==> src/rtl/pla_prog_eval.sv <==
// Runtime-programmable two-level AND/OR evaluator with a 2-stage valid/ready pipeline.
// Each result carries the number of product terms that matched the input vector.
module pla_prog_eval #(
  parameter int unsigned N_IN    = 4,
  parameter int unsigned N_OUT   = 7,
  parameter int unsigned N_TERMS = 16,
  localparam int unsigned AW     = $clog2(N_TERMS + 1),
  localparam int unsigned CW     = $clog2(N_TERMS + 1)
) (
  input  logic             clk,
  input  logic             rst_n,
  input  logic             cfg_we,
  output logic             cfg_ready,
  input  logic [AW-1:0]    cfg_addr,
  input  logic [N_IN-1:0]  cfg_care,
  input  logic [N_IN-1:0]  cfg_val,
  input  logic [N_OUT-1:0] cfg_or,
  input  logic             in_valid,
  output logic             in_ready,
  input  logic [N_IN-1:0]  in_x,
  output logic             out_valid,
  input  logic             out_ready,
  output logic [N_OUT-1:0] out_z,
  output logic [CW-1:0]    out_nhit
);

  logic [N_IN-1:0]    care  [N_TERMS];
  logic [N_IN-1:0]    val   [N_TERMS];
  logic [N_OUT-1:0]   or_pl [N_TERMS];
  logic [N_OUT-1:0]   inv;

  logic               s1_valid;
  logic [N_TERMS-1:0] s1_hit;
  logic               s2_valid;

  logic               cfg_fire;
  logic               s2_load;
  logic               s1_adv;
  logic               in_fire;
  logic [N_TERMS-1:0] hit;
  logic [N_OUT-1:0]   z_c;
  logic [CW-1:0]      nhit_c;

  // Handshake: config only lands on an empty pipeline and then blocks input for that cycle.
  always_comb begin
    cfg_ready = ~s1_valid & ~s2_valid;
    cfg_fire  = cfg_we & cfg_ready;
    s2_load   = ~s2_valid | out_ready;
    s1_adv    = s1_valid & s2_load;
    in_ready  = (~s1_valid | s1_adv) & ~cfg_fire;
    in_fire   = in_valid & in_ready;
  end

  // AND plane: a term matches when every cared literal equals its required value.
  always_comb begin
    hit = '0;
    for (int t = 0; t < int'(N_TERMS); t++) begin
      hit[t] = &(~care[t] | ~(in_x ^ val[t]));
    end
  end

  // OR plane, output polarity and hit count, evaluated from the stage-1 hit vector.
  always_comb begin
    z_c    = '0;
    nhit_c = '0;
    for (int j = 0; j < int'(N_OUT); j++) begin
      for (int t = 0; t < int'(N_TERMS); t++) begin
        z_c[j] = z_c[j] | (s1_hit[t] & or_pl[t][j]);
      end
    end
    z_c = z_c ^ inv;
    for (int t = 0; t < int'(N_TERMS); t++) begin
      nhit_c = nhit_c + CW'(s1_hit[t]);
    end
  end

  // Term table and invert mask; out-of-range addresses are dropped.
  always_ff @(posedge clk or negedge rst_n) begin
    if (!rst_n) begin
      for (int t = 0; t < int'(N_TERMS); t++) begin
        care[t]  <= '0;
        val[t]   <= '0;
        or_pl[t] <= '0;
      end
      inv <= '0;
    end else if (cfg_fire) begin
      if (cfg_addr == AW'(N_TERMS)) begin
        inv <= cfg_or;
      end else begin
        for (int t = 0; t < int'(N_TERMS); t++) begin
          if (cfg_addr == AW'(t)) begin
            care[t]  <= cfg_care;
            val[t]   <= cfg_val;
            or_pl[t] <= cfg_or;
          end
        end
      end
    end
  end

  // Stage 1: capture the hit vector of an accepted input.
  always_ff @(posedge clk or negedge rst_n) begin
    if (!rst_n) begin
      s1_valid <= 1'b0;
      s1_hit   <= '0;
    end else if (in_fire) begin
      s1_valid <= 1'b1;
      s1_hit   <= hit;
    end else if (s1_adv) begin
      s1_valid <= 1'b0;
    end
  end

  // Stage 2: result register; holds steady while stalled.
  always_ff @(posedge clk or negedge rst_n) begin
    if (!rst_n) begin
      s2_valid <= 1'b0;
      out_z    <= '0;
      out_nhit <= '0;
    end else if (s2_load) begin
      s2_valid <= s1_valid;
      if (s1_valid) begin
        out_z    <= z_c;
        out_nhit <= nhit_c;
      end
    end
  end

  assign out_valid = s2_valid;

endmodule
==> config.mk <==
export PLATFORM = sky130hd
export DESIGN_NAME = pla_prog_eval
export DESIGN_NICKNAME = d
export VERILOG_FILES = /design/src/rtl/pla_prog_eval.sv
export SDC_FILE = /design/constraint.sdc
export NUM_CORES = 1
export LEC_CHECK = 0
export CORE_MARGIN = 4
export CORE_UTILIZATION = 35
export CTS_BUF_LIST = sky130_fd_sc_hd__clkbuf_16
export DETAILED_ROUTE_END_ITERATION = 8
export HOLD_SLACK_MARGIN = 0.06
export PLACE_DENSITY = 0.5
export SLEW_MARGIN = 10
export SYNTH_ARGS = -nofsm -noshare
export SYNTH_HDL_FRONTEND = slang
export SYNTH_SLANG_ARGS = --single-unit
==> constraint.sdc <==
create_clock -name clk -period 6.1 [get_ports clk]
set_input_delay 1.525 -clock clk [delete_from_list [all_inputs] [get_ports clk]]
set_output_delay 1.525 -clock clk [all_outputs]
set_load 0.1 [all_outputs]
==> results by group <==
Routing
  – Pre-Repair DR Iteration Count: 4
  – Routed Antenna Nets: 0
  – Via density: between 5 and 6
  – WL per Instance: around 22 um
  – DRC violations left: 0
  – Routed WL: between 30 and 40 mm
  – DR vias: 7214
  – First DRT Iteration DRCs: 320

Timing
  – Final TNS setup: 0 ns
  – RSZ-0062 raised after global routing: no
  – Tcrit/Tclk final: 72.5%
  – Slew Viols, Final: 0
  – Fmax achieved: 226 MHz
  – Fin. Hold Viols: 0
  – Worst slew pin tran: approximately 1.1 ns
  – Minimum clock period after layout: around 4.4 ns
  – Max transition margin: 28.6%
  – Skew final: around 0.0090 ns
  – Final setup fails: 0

Finish
  – Layout area overhead: 13.6%
  – Layout cells sized above 1: around a third
  – FILL cells: between 3000 and 4000
  – Multi-input gate area: roughly 0.0050 mm^2
  – Final core utilization: between 40% and 50%
  – Register Area: 0.00693 mm^2
  – Layout net count: 962

Critical path
  – CP max stage delay: 0.52 ns
  – Crit. End Element: output port
  – Worst setup SP type: primary input
  – Worst path arrival time: between 2 and 3 ns
  – Worst Path Max Fanout: 4
  – Slowest-stage cell, CP: clkdlybuf4s50_1
  – Ordered cell list for the critical path: clkdlybuf4s50_1 -> nor3b_2 -> a21oi_1 -> buf_4
  – Kind of critical path: primary input to output port
  – CP top delay family: buffers and inverters
  – CP bufs+invs: 2
  – Required @ worst endpoint: roughly 4.6 ns

Clocking
  – Hold buffers post-CTS: 0
  – Htree depth: 1
  – CTS resizes: 0
  – Total CTS buffers: 31
  – CTS clk-pin slew, worst paths: 0.06 ns
  – Clock tree from TritonCTS: yes
  – Worst skew pair latency: roughly 0.54 ns
  – Clock Sinks: 277
  – Root buf cell: clkbuf_16
  – Post-CTS Setup Repair Bufs: 0
  – CTS max path bufs: 3

Floorplanning
  – Core area: 0.0346 mm^2
  – Initial core utilization: 35.6%
  – Die X-Extent: roughly 200 um
  – Top-level I/O count: 44
  – Die area: 0.0383 mm^2
  – Die height: between 150 and 200 um
  – # rows: 68

Power and ir drop
  – Power Density: 395 mW/mm^2
  – Lkg Pwr: roughly 6.8 nW
  – VDD IR max: around 380 uV

Yosys
  – Synth Area in XOR/XNOR: approximately 5.2%
  – Library cells used by synthesis: 33
  – Number of synthesis warnings: 0
  – Adder-cell share of the synthesized area: under 10%
  – Multiplexer share of the synthesized area: a little under a quarter
  – Post-synthesis compound-gate area fraction: slightly above 7%
  – Sequential cell area fraction in the yosys report: between 50% and 60%
  – Post-synth EDFFs: 0
  – Largest family of logic cells by synthesized area: multiplexers
  – Syn Area/Cell: between 10 and 15 um^2
  – Post-Synthesis Cells: approximately 900
  – Syn nets: 941
  – Synthesized area: around 0.012 mm^2
  – Synth Flop Type: dfrtp_1
  – Synthesized flop and latch total: approximately 280
  – Asr flop ratio synth: 100%
  – Area share of and/or/nand/nor cells after synthesis: under 10%

Min path
  – Hold Path Class: flip-flop to flip-flop

GRT
  – First-pass GRT wire length: about 47 mm
  – Global route total overflow: 0
  – Pin count of the biggest net entering global routing: between 100 and 150
  – Initial antenna violation count: 1
  – Tot GR Track Use: approximately 16%
  – Number of global-route vias before repair: between 7000 and 8000

Run
  – MaxCap Viol Count: 0

Place
  – RD Place Congestion: between 0.7 and 0.8
  – Detailed placer's ending HPWL: around 19 mm
  – Port Buffers: 43

Status
  – Status: finished, final reports clean
-- per-stage QoR --
stage                     cell area, um^2  power, mW  setup slack (ns)  instances  hold slack (ns)
final                               14000       5.53              1.68       1395            0.479
after global routing                14000       5.89              1.65       1394            0.501
after CTS                           14000       5.61              1.66       1394            0.483
after detailed placement            13100       3.95              1.67       1340            0.470
after global placement              13100       3.93              1.69       1340            0.465
after floorplan                     12300       3.43              1.35        897            0.479
-- final timing paths --
kind | startpoint | to | slack, ns | cells past startpoint
hold / removal | out_z[4] | out_z[4] | 0.48 | 2
max in group asynchronous | rst_n | care[8] | 3.95 | 2
setup reg to reg | s1_hit[13] | out_nhit[4] | 2.12 | 14
setup / recovery | cfg_we | in_ready | 1.68 | 4
min in group asynchronous | rst_n | or_pl[53] | 1.00 | 1
hold reg to reg | out_z[4] | out_z[4] | 0.48 | 2
-- sequential cells by signal, indices dropped and copies added, names as in the netlist --
signal,count
care,64
val,64
inv,7
out_nhit,5
s1_hit,16
or_pl,112
s1_valid,1
out_valid,1
out_z,7
-- tightest hold or removal path, stage by stage (launching register included) --
cell and delay (ns):
dfrtp_1 0.34, nand2_1 0.05, o21ai_0 0.06
-- cell usage after synthesis (3+ instances only) --
library cell | instances | share of area, %
xor2_1 | 66 | 4.7
nand3_1 | 17 | 0.69
a22oi_1 | 32 | 1.9
a22o_1 | 28 | 2.0
dfrtp_1 | 277 | 56
o21ai_0 | 28 | 1.1
clkbuf_1 | 42 | 1.3
a221oi_1 | 28 | 2.0
xnor2_1 | 7 | 0.50
nand2_2 | 3 | 0.15
fa_1 | 10 | 1.6
ha_1 | 5 | 0.51
buf_2 | 16 | 0.65
nor2b_1 | 5 | 0.25
buf_4 | 6 | 0.37
nand4_1 | 8 | 0.41
nor3b_2 | 4 | 0.41
inv_1 | 28 | 0.85
mux2_2 | 248 | 23
nor2_1 | 4 | 0.12
nand2_1 | 18 | 0.55
-- layout by cell type (no fill, tap or decap), types with 5 or more instances in the layout --
| cell | instances |
|---|---|
| clkdlybuf4s50_1 | 41 |
| nand3_1 | 17 |
| dfrtp_1 | 277 |
| mux2_2 | 248 |
| buf_4 | 11 |
| inv_1 | 36 |
| o21ai_0 | 28 |
| nand2_1 | 18 |
| ha_1 | 5 |
| clkbuf_16 | 31 |
| a221oi_1 | 28 |
| fa_1 | 10 |
| xor2_1 | 66 |
| nor2b_1 | 5 |
| nand4_1 | 8 |
| a22oi_1 | 32 |
| clkinv_1 | 10 |
| xnor2_1 | 7 |
| a22o_1 | 28 |
-- per-layer routing --
layer / track usage, % / vias to the layer above / routed length, um
met5: 0 / - / 7
met4: 2.87 / 2 / 504
met3: 2.82 / 32 / 1410
met2: 25.5 / 134 / 14200
met1: 22.5 / 3783 / 14100
li1: - / 3263 / -
-- power breakdown --
part | switching (mW) | total [mW] | internal [mW]
registers | 0.205 | 2.29 | 2.09
logic | 0.963 | 1.61 | 0.650
clock network | 0.719 | 1.63 | 0.907
-- layout make-up --
cell class | instances | share of cell area, %
antenna | 1 | 0.0179
clock buffer | 31 | 5.54
clock inverter | 23 | 0.679
inverter | 28 | 0.750
multi-input combinational | 526 | 35.7
sequential | 277 | 49.5
tap | 455 | 4.06
timing repair buffer | 54 | 3.77
-- logic make-up after synthesis --
family,Yosys count
flip-flops,277
AND/OR/NAND/NOR,70
XOR/XNOR,73
multiplexers,248
adder cells (fa/ha/maj),15
AO/OA/AOI/OAI,120
buffers and inverters,94
No activity file was read; power rests on OpenSTA's default activity.
==> RTL change 1, RTL diff (same flow settings) <==
Register the inputs `cfg_we`, `cfg_addr`, `cfg_care`, `cfg_val` and `cfg_or` before use, without a reset. The logic sees them one clock later. The other inputs are not delayed to match.
--- a/src/rtl/pla_prog_eval.sv
+++ b/src/rtl/pla_prog_eval.sv
@@ -24,6 +24,20 @@
   output logic [CW-1:0]    out_nhit
 );
 
+  logic cfg_we_q;
+  logic [AW-1:0] cfg_addr_q;
+  logic [N_IN-1:0] cfg_care_q;
+  logic [N_IN-1:0] cfg_val_q;
+  logic [N_OUT-1:0] cfg_or_q;
+
+  always_ff @(posedge clk) begin
+    cfg_we_q   <= cfg_we;
+    cfg_addr_q <= cfg_addr;
+    cfg_care_q <= cfg_care;
+    cfg_val_q  <= cfg_val;
+    cfg_or_q   <= cfg_or;
+  end
+
   logic [N_IN-1:0]    care  [N_TERMS];
   logic [N_IN-1:0]    val   [N_TERMS];
   logic [N_OUT-1:0]   or_pl [N_TERMS];
@@ -44,7 +58,7 @@
   // Handshake: config only lands on an empty pipeline and then blocks input for that cycle.
   always_comb begin
     cfg_ready = ~s1_valid & ~s2_valid;
-    cfg_fire  = cfg_we & cfg_ready;
+    cfg_fire  = cfg_we_q & cfg_ready;
     s2_load   = ~s2_valid | out_ready;
     s1_adv    = s1_valid & s2_load;
     in_ready  = (~s1_valid | s1_adv) & ~cfg_fire;
@@ -84,14 +98,14 @@
       end
       inv <= '0;
     end else if (cfg_fire) begin
-      if (cfg_addr == AW'(N_TERMS)) begin
-        inv <= cfg_or;
+      if (cfg_addr_q == AW'(N_TERMS)) begin
+        inv <= cfg_or_q;
       end else begin
         for (int t = 0; t < int'(N_TERMS); t++) begin
-          if (cfg_addr == AW'(t)) begin
-            care[t]  <= cfg_care;
-            val[t]   <= cfg_val;
-            or_pl[t] <= cfg_or;
+          if (cfg_addr_q == AW'(t)) begin
+            care[t]  <= cfg_care_q;
+            val[t]   <= cfg_val_q;
+            or_pl[t] <= cfg_or_q;
           end
         end
       end
Formal check against the unedited RTL: not equivalent (Yosys sat finds a counterexample within 4 cycles, from zero or initial values and one cycle with rst_n low).
==> RTL change 1 against the unedited design <==
- power up 5.9%
- cell area up 4.2%
- fmax up 8.1%
- worst setup slack better by 0.33 ns
- sequential cell count up 21
- area after synthesis up 3.5%
- wire length up 1.3%
==> RTL change 1: results (changes against the unedited design) <==
Run status
  – Status: finished, final reports clean

Routing
  – Initial drt markers: 499 (+56%)
  – Met3 routed WL: 1.01 mm (-28%)
  – Met2 WL: 14.0 mm (-1.4%)
  – DR pass1 iterations: 5 (+1)
  – Top layer in use: met4
  – Detailed-route vias per instance: 5.11 (-1.1%)
  – Post-Route WL: 30.6 mm (+1.3%)
  – Wl on met1: 15.1 mm (+7.2%)

Timing
  – Least-Margin Pin Slew: 0.990 ns (-0.0778 ns)
  – Peak Freq: 0.244 GHz (+8.1%)
  – Hold_ws: 0.477 ns (-0.00150 ns)
  – Clk_skew: 0.0190 ns (+0.00996 ns)

Cells and area
  – Fillcell total: 3,386 (+4.3%)
  – Antenna Cells: 0 (-1)
  – Nets: 984 (+2.3%)
  – Layout cell share with drive strength beyond 1: 32.7% (-0.16 points)

Place
  – Routability congestion estimate from global placement: 0.741 (+1.6%)
  – # port buffers: 43 (unchanged)
  – Hpwl dp: 19.2 mm (-0.18%)

Setup path
  – CP top delay family: buffers and inverters
  – Setup slack, reg-to-reg: 2.26 ns (+0.14 ns)
  – Reg2reg path depth: 14 (unchanged)
  – Worst Path Max Fanout: 2 (-2)
  – CP max stage delay: 0.47 ns (-0.05 ns)
  – Slowest cell on crit path: clkdlybuf4s50_1
  – RR Endpoint: out_nhit[4]$_DFFE_PN0P_
  – WP data arrival: 2.57 ns (-0.33 ns)
  – Setup crit start: out_ready
  – RR Startpoint: s1_hit[11]$_DFFE_PN0P_

Global route
  – Number of global-route vias before repair: 7,676 (+1.8%)
  – Global-route usage over all layers: 15.8% (+0.12 points)
  – Largest net degree at the start of global routing: 103 (-7.2%)
  – First-pass GRT wire length: 48.0 mm (+2.1%)

Hold path
  – Hold worst-path end: out_z[5]$_DFFE_PN0P_
  – Hold path cells: 2 (unchanged)
  – Hold Crit Start: out_z[5]$_DFFE_PN0P_

Clock network
  – Setup repair bufs after CTS: 0 (unchanged)
  – Root Buffer: clkbuf_16
  – TritonCTS Buffers: 36 (+16%)
  – Insertion delay to the later sink of the worst-skew pair: 0.52 ns (-0.02 ns)
  – PostCTS Resize Cnt: 0 (unchanged)
  – Clock Tree Buf Depth: 3 (unchanged)
  – H-tree levels: 2 (+1)

Synthesis
  – Post-Syn Nets: 964 (+2.4%)
  – Async SR Flop Fraction: 93.0% (-7.0 points)
  – Top FF cell, synth: dfrtp_1
  – Distinct cells, synth: 38 (+15%)
  – Synth warnings: 0 (unchanged)
  – Most frequent cells after synthesis: 277 x dfrtp_1, 246 x mux2_2, 66 x xor2_1, 43 x clkbuf_1, 32 x a22oi_1
  – Synth top area cells: dfrtp_1 54%, mux2_2 22%, xor2_1 4.5%
  – Post-synthesis sequential area ratio: 57.6% (+1.4 points)

Power and ir drop
  – Leak Pwr: 0.00715 µW (+5.3%)
  – Switching fraction of total power: 32.7% (-1.3 points)
  – Max VDD drop: 0.260 mV (-32%)
-- RTL change 1: final cells by class --
cell class,instances,area share [%]
timing repair buffer,51,3.46
inverter,28,0.720
clock buffer,37,6.34
multi-input combinational,525,34.3
sequential,298,50.4
clock inverter,29,0.908
tap,461,3.95
-- RTL change 1: power groups by stage --
| stage | logic (µW) | clock network, µW | registers (µW) |
|---|---|---|---|
| 6_report | 1500 | 1910 | 2450 |
| 5_1_grt | 1670 | 2050 | 2490 |
| 4_1_cts | 1520 | 1970 | 2450 |
| 3_5_place_dp | 1510 | 0 | 2490 |
| 3_3_place_gp | 1480 | 0 | 2480 |
| 2_1_floorplan | 909 | 0 | 2620 |
-- RTL change 1: worst min-delay path: cells and delay by family (launching register included) --
kind	cells	cell delay, ns
flops	1	0.34
simple gates	1	0.04
compound gates	1	0.06
-- RTL change 1: cells by family (layout without fill, tap and decap cells) --
kind of cell	count (synthesis)	count (layout)	share of synthesized area, %
buffers and inverters	97	145	3.25
xor gates and xnor gates	73	73	5.01
AOI/OAI and AO/OA	120	120	7.02
DFF	298	298	57.6
muxes	248	248	21.9
adders and majority gates	15	15	2.06
and+or+nand+nor	69	69	3.22
-- RTL change 1: metrics by stage --
step | utilization [%] | area, µm² | cells | worst slack, ns
final | 40.8 | 14600 | 1429 | 2.01
after global routing | 40.8 | 14600 | 1429 | 1.94
after CTS | 40.8 | 14600 | 1429 | 2.00
after detailed placement | 37.9 | 13500 | 1363 | 2.01
after global placement | 37.9 | 13500 | 1363 | 2.06
after floorplan | - | 12800 | 920 | 1.50
-- RTL change 1: metal layers --
layer / global-route usage (%) / up-vias
met5: 0 / -
met4: 3.42 / 0
met1: 23.7 / 3822
met2: 24.7 / 123
met3: 2.29 / 37
li1: - / 3327
==> RTL change 2, RTL diff (same settings) <==
Made on the original files. `N_OUT`: 7 -> 8.
--- a/src/rtl/pla_prog_eval.sv
+++ b/src/rtl/pla_prog_eval.sv
@@ -2,7 +2,7 @@
 // Each result carries the number of product terms that matched the input vector.
 module pla_prog_eval #(
   parameter int unsigned N_IN    = 4,
-  parameter int unsigned N_OUT   = 7,
+  parameter int unsigned N_OUT   = 8,
   parameter int unsigned N_TERMS = 16,
   localparam int unsigned AW     = $clog2(N_TERMS + 1),
   localparam int unsigned CW     = $clog2(N_TERMS + 1)
Interface: changed (resized cfg_or and out_z); port bits go from 44 to 46. The function was not compared with the original's and may differ.
==> RTL change 2 against the unedited design <==
- sequential share of layout area fell by 0.32 points
- area after synthesis rose by 6.1%
- core utilization rose by 0.37 points
- sequential cell count rose by 18
- cell area rose by 7.2%
- worst setup slack improved by 0.32 ns
- power rose by 10%
- die area rose by 5.9%
- combinational power rose by 3%
- count of clock-buffer cells in the layout rose by 6
- wire length rose by 5.2%
==> RTL change 2: results (changes against the unedited design) <==
Run status
  – Status: finished, final reports clean

Power and ir drop
  – Leak Pwr: 0.00727 µW (+7.2%)
  – Max VDD drop: 0.193 mV (-49%)

Global route
  – Global-route usage over all layers: 15.7% (-0.024 points)
  – First-pass GRT wire length: 49.8 mm (+5.9%)
  – Largest net degree at the start of global routing: 116 (+4.5%)
  – Number of global-route vias before repair: 8,110 (+7.5%)
  – Initial antenna violation count: 0 (-1)

Place
  – Hpwl dp: 20.0 mm (+3.9%)
  – Post-Place Worst Slack: 1.99 ns (+0.323 ns)
  – # placed instances: 1,402 (+4.6%)
  – Routability congestion estimate from global placement: 0.712 (-2.4%)
  – # port buffers: 45 (+4.7%)
  – Placed cell area: 0.0139 mm² (+6.0%)

Routing
  – Wl on met1: 14.8 mm (+5.2%)
  – Initial drt markers: 313 (-2.2%)
  – Detailed-route vias per instance: 5.17 (about the same)
  – Via count: 7,563 (+4.8%)
  – DRC: 0 (unchanged)
  – Top layer in use: met4
  – Met3 routed WL: 990 µm (-30%)
  – Wire length per cell: 21.7 µm (+0.41%)
  – Met2 WL: 15.4 mm (+8.5%)

Setup path
  – CP max stage delay: 0.45 ns (-0.07 ns)
  – Slowest cell on crit path: clkdlybuf4s50_1
  – RR Startpoint: s1_hit[11]$_DFFE_PN0P_
  – Worst Path Max Fanout: 4 (unchanged)

Synthesis
  – Synth Area in Compound Gates: 7.42% (+0.15 points)
  – Distinct cells, synth: 34 (+3.0%)
  – Post-synthesis sequential area ratio: 56.4% (+0.20 points)
  – Most frequent cells after synthesis: 295 x dfrtp_1, 265 x mux2_2, 66 x xor2_1, 44 x clkbuf_1
  – Post-Syn Nets: 990 (+5.2%)
  – Post-Synth Adder-Cell Area: 2.01% (-0.12 points)
  – Synth Area in XOR/XNOR: 4.95% (-0.23 points)
  – Post-synthesis mux area share: 22.8% (+0.16 points)
  – Mapped Avg Cell Area: 13.9 µm² (+0.73%)
  – Synth top area cells: dfrtp_1 56%, mux2_2 23%, xor2_1 4.4%
  – Synth warnings: 0 (unchanged)

Timing
  – Clk_skew: 0.0130 ns (+0.00395 ns)
  – Least-Margin Pin Slew: 1.05 ns (-0.0191 ns)

Cells and area
  – Largest registers: or_pl (128), care (64), val (64)
  – Fillcell total: 3,524 (+8.6%)
  – Layout cell share with drive strength beyond 1: 33.6% (+0.69 points)
  – Antenna Cells: 0 (-1)
  – Nets: 1,015 (+5.5%)

Clock network
  – H-tree levels: 2 (+1)
  – TritonCTS Buffers: 34 (+9.7%)
  – Insertion delay to the later sink of the worst-skew pair: 0.51 ns (-0.03 ns)

Hold path
  – Hold Crit Class: reg -> reg
  – Hold Crit Start: out_z[2]$_DFFE_PN0P_
==> RTL change 2: changes by cell type after synthesis, sizes merged, moves of 2 or more <==
cell | unedited run | this run
mux2 | 248 | 265
dfrtp | 277 | 295
clkbuf | 42 | 44
a22o | 28 | 32
a221oi | 28 | 32
==> RTL change 2: cell type report <==
class	count	area (µm²)	area share, %
sequential	295	7380	49.1
multi-input combinational	555	5300	35.3
inverter	28	105	0.700
timing repair buffer	56	548	3.65
clock inverter	23	171	1.14
clock buffer	37	926	6.16
tap	468	586	3.90
==> RTL change 2: power breakdown <==
group	switching (µW)	internal [µW]	total, µW
combinational	985	679	1660
clock	794	1210	2010
sequential	221	2220	2440
==> RTL change 2: routing by layer <==
layer	GRT usage, %	up-vias
li1	-	3462
met1	21.8	3976
met2	26.1	85
met3	2.42	40
met4	3.76	0
met5	0	-
==> RTL change 2: worst reg2reg max path, delay by kind of cell (launching register included) <==
family                   cells  cell delay, ns
buffers and inverters        5            0.40
AO/OA/AOI/OAI                2            0.22
flip-flops                   1            0.54
AND/OR/NAND/NOR              1            0.11
adder cells (fa/ha/maj)      6            2.55
==> RTL change 2: logic make-up (layout without fill, tap and decap cells) <==
group                    Yosys count  after routing
AO/OA/AOI/OAI                    129            129
adder cells (fa/ha/maj)           15             15
multiplexers                     265            265
XOR/XNOR                          74             74
flip-flops                       295            295
AND/OR/NAND/NOR                   72             72
buffers and inverters             95            144
==> RTL change 2: worst paths after layout <==
path,to,slack (ns),cells after the start
max,in_ready,2.00,4
max reg2reg,out_nhit[4]$_DFFE_PN0P_,2.17,14
min in group asynchronous,out_z[1]$_DFFE_PN0P_,1.01,1
min reg2reg,out_z[2]$_DFFE_PN0P_,0.47,2
max in group asynchronous,out_nhit[0]$_DFFE_PN0P_,3.81,2
min,out_z[2]$_DFFE_PN0P_,0.47,2
